### src/rtl/line_write_merger.sv
// Write-combining buffer: merges byte-masked word stores into one held line and
// hands the merged line plus its dirty-byte mask downstream when it has to leave.
module line_write_merger #(
    parameter int WORD_W     = 16,
    parameter int LINE_W     = 128,
    parameter int ADDR_W     = 16,
    parameter int AUTO_FLUSH = 0
) (
    input  logic                  clk,
    input  logic                  reset,
    input  logic                  wr_valid,
    output logic                  wr_ready,
    input  logic [ADDR_W-1:0]     wr_addr,
    input  logic [WORD_W/8-1:0]   wr_mask,
    input  logic [WORD_W-1:0]     wr_data,
    input  logic                  flush_req,
    input  logic [ADDR_W-1:0]     rd_addr,
    output logic [WORD_W/8-1:0]   rd_byte_hit,
    output logic [WORD_W-1:0]     rd_data,
    output logic                  out_valid,
    input  logic                  out_ready,
    output logic [ADDR_W-1:0]     out_addr,
    output logic [LINE_W-1:0]     out_line,
    output logic [LINE_W/8-1:0]   out_mask,
    output logic [1:0]            state_dbg
);
    localparam int WB      = WORD_W / 8;
    localparam int LB      = LINE_W / 8;
    localparam int OFF_LSB = $clog2(WB);
    localparam int TAG_LSB = $clog2(LB);
    localparam int OFF_W   = TAG_LSB - OFF_LSB;
    localparam int TAG_W   = ADDR_W - TAG_LSB;

    typedef enum logic [1:0] {
        S_EMPTY = 2'd0,
        S_HOLD  = 2'd1,
        S_FLUSH = 2'd2
    } state_t;

    state_t              state;
    state_t              state_next;
    logic [TAG_W-1:0]    tag_q;
    logic [LB-1:0]       mask_q;
    logic [LINE_W-1:0]   line_q;

    logic [TAG_W-1:0]    wr_tag;
    logic [OFF_W-1:0]    wr_off;
    logic [TAG_W-1:0]    rd_tag;
    logic [OFF_W-1:0]    rd_off;
    logic                wr_tag_match;
    logic                wr_zero;
    logic                auto_pending;
    logic                do_write;
    logic [LB-1:0]       wr_bits;
    logic [WORD_W-1:0]   rd_word;

    assign wr_tag       = wr_addr[ADDR_W-1:TAG_LSB];
    assign wr_off       = wr_addr[TAG_LSB-1:OFF_LSB];
    assign rd_tag       = rd_addr[ADDR_W-1:TAG_LSB];
    assign rd_off       = rd_addr[TAG_LSB-1:OFF_LSB];
    assign wr_tag_match = (wr_tag == tag_q);
    assign wr_zero      = (wr_mask == '0);
    assign auto_pending = (AUTO_FLUSH != 0) && (&mask_q);
    assign wr_bits      = LB'(wr_mask) << (int'(wr_off) * WB);
    assign do_write     = wr_valid && wr_ready && !wr_zero;

    generate
        if (OFF_LSB > 0) begin : g_low_bits
            logic unused_low;
            assign unused_low = ^{wr_addr[OFF_LSB-1:0], rd_addr[OFF_LSB-1:0]};
        end
    endgenerate

    // Both ports use valid/ready: a transfer happens on a rising edge where both are 1.
    // wr_ready never depends on wr_valid; a zero-mask store is always a no-op, so it is
    // taken even on a tag mismatch rather than forcing a flush.
    always_comb begin
        state_next = state;
        wr_ready   = 1'b0;
        out_valid  = 1'b0;
        case (state)
            S_EMPTY: begin
                wr_ready = 1'b1;
                if (wr_valid && !wr_zero) state_next = S_HOLD;
            end
            S_HOLD: begin
                wr_ready = !flush_req && !auto_pending && (wr_zero || wr_tag_match);
                if (flush_req || auto_pending || (wr_valid && !wr_zero && !wr_tag_match))
                    state_next = S_FLUSH;
            end
            S_FLUSH: begin
                out_valid = 1'b1;
                if (out_ready) state_next = S_EMPTY;
            end
            default: state_next = S_EMPTY;
        endcase
    end

    always_ff @(posedge clk) begin
        if (reset) begin
            state  <= S_EMPTY;
            tag_q  <= '0;
            mask_q <= '0;
            line_q <= '0;
        end else begin
            state <= state_next;
            if (state == S_FLUSH && out_ready) begin
                mask_q <= '0;
            end else if (do_write) begin
                if (state == S_EMPTY) begin
                    tag_q  <= wr_tag;
                    mask_q <= wr_bits;
                end else begin
                    mask_q <= mask_q | wr_bits;
                end
            end
            for (int k = 0; k < LB; k++) begin
                if (do_write && wr_bits[k]) line_q[k*8 +: 8] <= wr_data[(k % WB)*8 +: 8];
            end
        end
    end

    // Store forwarding: only dirty bytes of the held line are visible.
    always_comb begin
        rd_byte_hit = '0;
        rd_data     = '0;
        rd_word     = line_q[int'(rd_off)*WORD_W +: WORD_W];
        if (state != S_EMPTY && rd_tag == tag_q) rd_byte_hit = mask_q[int'(rd_off)*WB +: WB];
        for (int b = 0; b < WB; b++) begin
            rd_data[b*8 +: 8] = rd_byte_hit[b] ? rd_word[b*8 +: 8] : 8'h00;
        end
    end

    assign out_addr  = {tag_q, {TAG_LSB{1'b0}}};
    assign out_line  = line_q;
    assign out_mask  = mask_q;
    assign state_dbg = state;

endmodule

### config.mk
export PLATFORM = sky130hd
export DESIGN_NAME = line_write_merger
export DESIGN_NICKNAME = d
export VERILOG_FILES = /design/src/rtl/line_write_merger.sv
export SDC_FILE = /design/constraint.sdc
export NUM_CORES = 1
export LEC_CHECK = 0
export CAP_MARGIN = 20
export CORE_MARGIN = 5
export CORE_UTILIZATION = 55
export DETAILED_ROUTE_END_ITERATION = 8
export DONT_BUFFER_PORTS = 1
export PLACE_DENSITY = 0.7
export SLEW_MARGIN = 20
export SYNTH_ARGS = -nofsm -noshare
export SYNTH_HDL_FRONTEND = slang
export SYNTH_SLANG_ARGS = --single-unit
### constraint.sdc
create_clock -name clk -period 3.6 [get_ports clk]
set_clock_uncertainty 0.05 [all_clocks]
set_input_delay 0.72 -clock clk [delete_from_list [all_inputs] [get_ports clk]]
set_output_delay 0.72 -clock clk [all_outputs]
set_load 0.05 [all_outputs]
---- After elaboration in Yosys (flattened, before gate mapping) ----
Index checks and enable logic that the tools add are counted.
storage, ports and cells
  register bits after elaboration ......... 158
  bits of input ports ..................... 55
operators by class
  equal/unequal tests ..................... 7
  shift-type cells ........................ 3
  mux-type cells .......................... 10
  reduce and logical (&&, ||, !) cells .... 34
  bitwise operators ....................... 2
operators with widths
  operator                                                                count
  128-bit by 8-bit variable part select with 16-bit output                1
  12-bit equality test                                                    2
  1-bit logical AND                                                       23
  16-bit two-way mux                                                      1
  8-bit two-way mux                                                       2
  16-bit bitwise OR                                                       1
  16-bit by 5-bit variable part select with 2-bit output                  1
  2-bit by 4-bit << shifter with 16-bit output                            1
  2-bit two-way mux                                                       4
  2-bit inequality test (second input constant)                           3
  2-bit case mux with 3 select lines                                      1
  3-bit AND reduction                                                     2
  2-bit logical NOT                                                       2
  1-bit logical NOT                                                       3
  2-bit by 1-bit equality test with 1-bit output (second input constant)  1
  2-bit equality test (second input constant)                             1
  1-bit logical OR                                                        2
  1-bit case mux with 2 select lines                                      1
  2-bit nonzero test                                                      1
  2-bit OR reduction                                                      1
  1-bit two-way mux                                                       1
  1-bit inverter                                                          1

---- Longest topological paths before layout ----
  depth after elaboration ................. 7
  depth in mapped cells ................... 7

---- Least setup slack after synthesis ----
No wires, ideal clock.
  path kind ............................... input-to-output
  from .................................... input port rd_addr[1]
  to ...................................... output port rd_data[10]
  data arrival time ....................... 2797 ps
  path buffers ............................ 3
  stages .................................. 6
  setup slack ............................. 33 ps
  cell sequence ........................... clkbuf_1 buf_2 clkbuf_1 mux4_2 mux2i_1 nor2_1
between the ends
  longest elaborated chain between the ends .. 3
  elaborated cells between the ends (all ways) .. 4
  classes of those cells .................. shift: 2; mux: 2
RTL lines
  item                                                                                              RTL line  RTL
  start: declaration                                                                                17        input logic [ADDR_W-1:0] rd_addr,
  branches (longest 2 deep; another with 128-bit by 8-bit variable part select with 16-bit output)  -
  8-bit two-way mux (*)                                                                             130       rd_data[b*8 +: 8] = rd_byte_hit[b] ? rd_word[b*8 +: 8] : 8'h00;
  end: declaration                                                                                  19        output logic [WORD_W-1:0] rd_data,
Every way passes the cells marked *.

---- Worst setup path after layout ----
  from .................................... register tag_q[8]
  to ...................................... output port rd_data[7]
between the ends
  longest elaborated chain between the ends .. 4
RTL lines
  item                      RTL line  RTL
  start: declaration        42        logic [TAG_W-1:0] tag_q;
  start signal: assignment  111       tag_q <= wr_tag;
  12-bit equality test      128       if (state != S_EMPTY && rd_tag == tag_q) rd_byte_hit = mask_q[int'(rd_off)*WB +: WB];
  1-bit logical AND         128
  2-bit two-way mux         128
  8-bit two-way mux         130
No other way between the ends.

==> results.json <==
{
  "status": "finished clean",
  "syn_inst": 714,
  "start_util_pct": 55.6,
  "fin_ws_ps": 406,
  "die_area_sq_um": 16300,
  "dpl.hpwl_microns": 15300,
  "via_count": 5531,
  "cp_slowest_cell": "nor4_1",
  "synth_cell_types": 38,
  "first_pass_iters": 5,
  "cp_max_fo": 9,
  "start_kind": "flop",
  "antenna_found_initial": 0,
  "synth.most_common_cell": "dfxtp_1",
  "whs_path_depth": 2,
  "max-cap-violations": 0,
  "dp_cells": 901,
  "place_ws_ps": 647,
  "critPathTopFamily": "simple AND/OR/NAND/NOR gates",
  "cts_made_buffers": 17,
  "drc": 0,
  "timing.fmax_ghz": 0.313,
  "final_nets": 795,
  "ant_nets": 0,
  "synth_top_area_cell": "dfxtp_1",
  "worstMarginPinSlew_ps": 1140,
  "antenna_cells": 0,
  "reg2reg_depth": 6,
  "grt_pass1_vias": 5786,
  "setup_tns_ps": 0,
  "ys_seq_elements": 158,
  "track_usage_pct": 26.1,
  "cts_hold_buf": 0,
  "slew_headroom_pct": 23.6,
  "p_leak_nw": 3.81,
  "synthArstFlopShare_pct": 0,
  "drive_above_1_share_pct": 18.0,
  "critPathMaxStageDelay_ps": 470,
  "synth_area_leaders": "dfxtp_1, mux2i_1, nand2b_1",
  "fp-row-count": 43,
  "synth_common_cells": "dfxtp_1, nand2b_1, mux2i_1",
  "crit_type": "flop to output pin",
  "ctsLongestPathBuffers": 2,
  "cts_root_buffer": "clkbuf_16",
  "grt_overflow": 0,
  "r2r_end": "out_line[37]",
  "rrSetupSlack_ps": 820,
  "reg2reg_from": "tag_q[8]",
  "max-vdd-ir-drop_uv": 268,
  "grt_max_degree": 160,
  "place.gp.congestion": 0.941,
  "grt_first_pass_wirelength_microns": 33000,
  "hold_start": "wr_addr[14]",
  "fp.dieW_microns": 128,
  "area_growth_pct": 13.4,
  "worst_ep_arrival_time_ps": 2420,
  "cts_sinks": 158,
  "period_needed_ps": 3190,
  "p_per_area_nw_per_um2": 442,
  "yosys_warnings": 0,
  "clk_latency_ps": 410,
  "critPathRequiredTime_ps": 2830,
  "post_drt_wl_per_cell_microns": 22.9,
  "core_sq_um": 13700,
  "htreeDepth": 4,
  "setup_viol": 0,
  "avgSynthCellArea_sq_um": 10.7,
  "yosysSeqAreaShare_pct": 41.5,
  "hold_violations": 0,
  "layout.cells.non_filler": 932,
  "hold_path_class": "input pin to flop",
  "numPortBuffers": 0,
  "rsz0062_at_grt": "no",
  "fp.dieH_microns": 128,
  "fin_crit_sh_pct": 88.7,
  "synth_top_area_share_pct": 41.5,
  "netlist_area_sq_um": 7630,
  "crit_path_frequent_cell": "buf_4",
  "drt-initial-drc-count": 333,
  "synth-edff-count": 0,
  "cp-end-kind": "output pin",
  "ctsResizeCount": 0,
  "worst-path-buf-inv": 3,
  "drt_wl_total_microns": 21400,
  "min_to": "tag_q[10]",
  "report.final.slew_viol_count": 0,
  "crit_chain": "buf_4, xnor2_1, nand4_1, nor4_1, nand3_1, buf_4, nor2_1, buf_4",
  "ys.flop_type": "dfxtp_1",
  "clk_pin_slew_worst_paths_ps": 60,
  "cts_tree": "done",
  "post_cts_buffers": 0,
  "via_per_inst": 5.93,
  "io_pins": 237
}
## power by group
group          internal, mW  leakage (nW)  switching (mW)
clock network         0.981         0.265           0.692
registers              1.77          1.28          0.0750
logic                 0.128          2.27           0.177
total                  2.88          3.81           0.943
## area by class of cell
class | instances | area [sq um]
fill | 1104 | 5070
multi-input combinational | 501 | 4250
sequential | 158 | 3160
clock buffer | 21 | 460
timing repair buffer | 60 | 450
tap | 180 | 225
clock inverter | 10 | 90.1
inverter | 2 | 7.51
## layer usage
metal | GRT usage [%] | part of all wire, %
met5 | 0 | 0
met2 | 42.7 | 48
met3 | 9.63 | 9.4
met4 | 10.1 | 2.7
met1 | 31.4 | 40
## metrics by stage
step           total power, mW  utilization [%]  hold WS (ps)  cell area (sq um)
2_1_floorplan             2.16                -           651               7640
3_3_place_gp              2.18             58.9           438               8080
3_5_place_dp              2.19             59.0           455               8090
4_1_cts                   3.85             63.0           309               8640
5_1_grt                   3.96             63.0           315               8650
6_report                  3.83             63.0           386               8650
## cells by family (layout without fill, tap and decap cells)
family | after synthesis | in the layout | share of synthesized area, %
AOI/OAI and AO/OA | 55 | 55 | 5.36
buffers and inverters | 58 | 93 | 3.13
muxes | 182 | 182 | 29.8
DFF | 158 | 158 | 41.5
xor gates and xnor gates | 24 | 24 | 2.76
and+or+nand+nor | 236 | 236 | 17.4
other | 1 | 4 | 0.0492
## cells in the final DEF (no fill, tap or decap), drive strengths merged, types with 4 or more instances in the layout
cell type,count
mux4,36
conb,4
nand2b,149
nand2,31
nor3,5
nor2b,5
buf,60
o21ai,10
clkinv,5
nor2,30
nand4,5
xnor2,20
a21oi,17
o211ai,5
clkbuf,21
a32o,16
xor2,4
dfxtp,158
mux2i,144
## worst max path at each step
stage	start	to	slack, ps	cells after the start
final	tag_q[8]	rd_data[7]	410	8
after global routing	tag_q[8]	rd_data[1]	330	8
after CTS	tag_q[8]	rd_data[7]	380	8
after detailed placement	wr_addr[13]	out_line[37]	650	5
after global placement	rd_addr[12]	rd_data[7]	700	7
after floorplan	rd_addr[1]	rd_data[10]	30	6
## registers in the layout, summed over array words and instances (netlist names)
register   count
out_line     128
out_mask      16
state_dbg      2
tag_q         12
No activity file was read; power rests on OpenSTA's default activity.
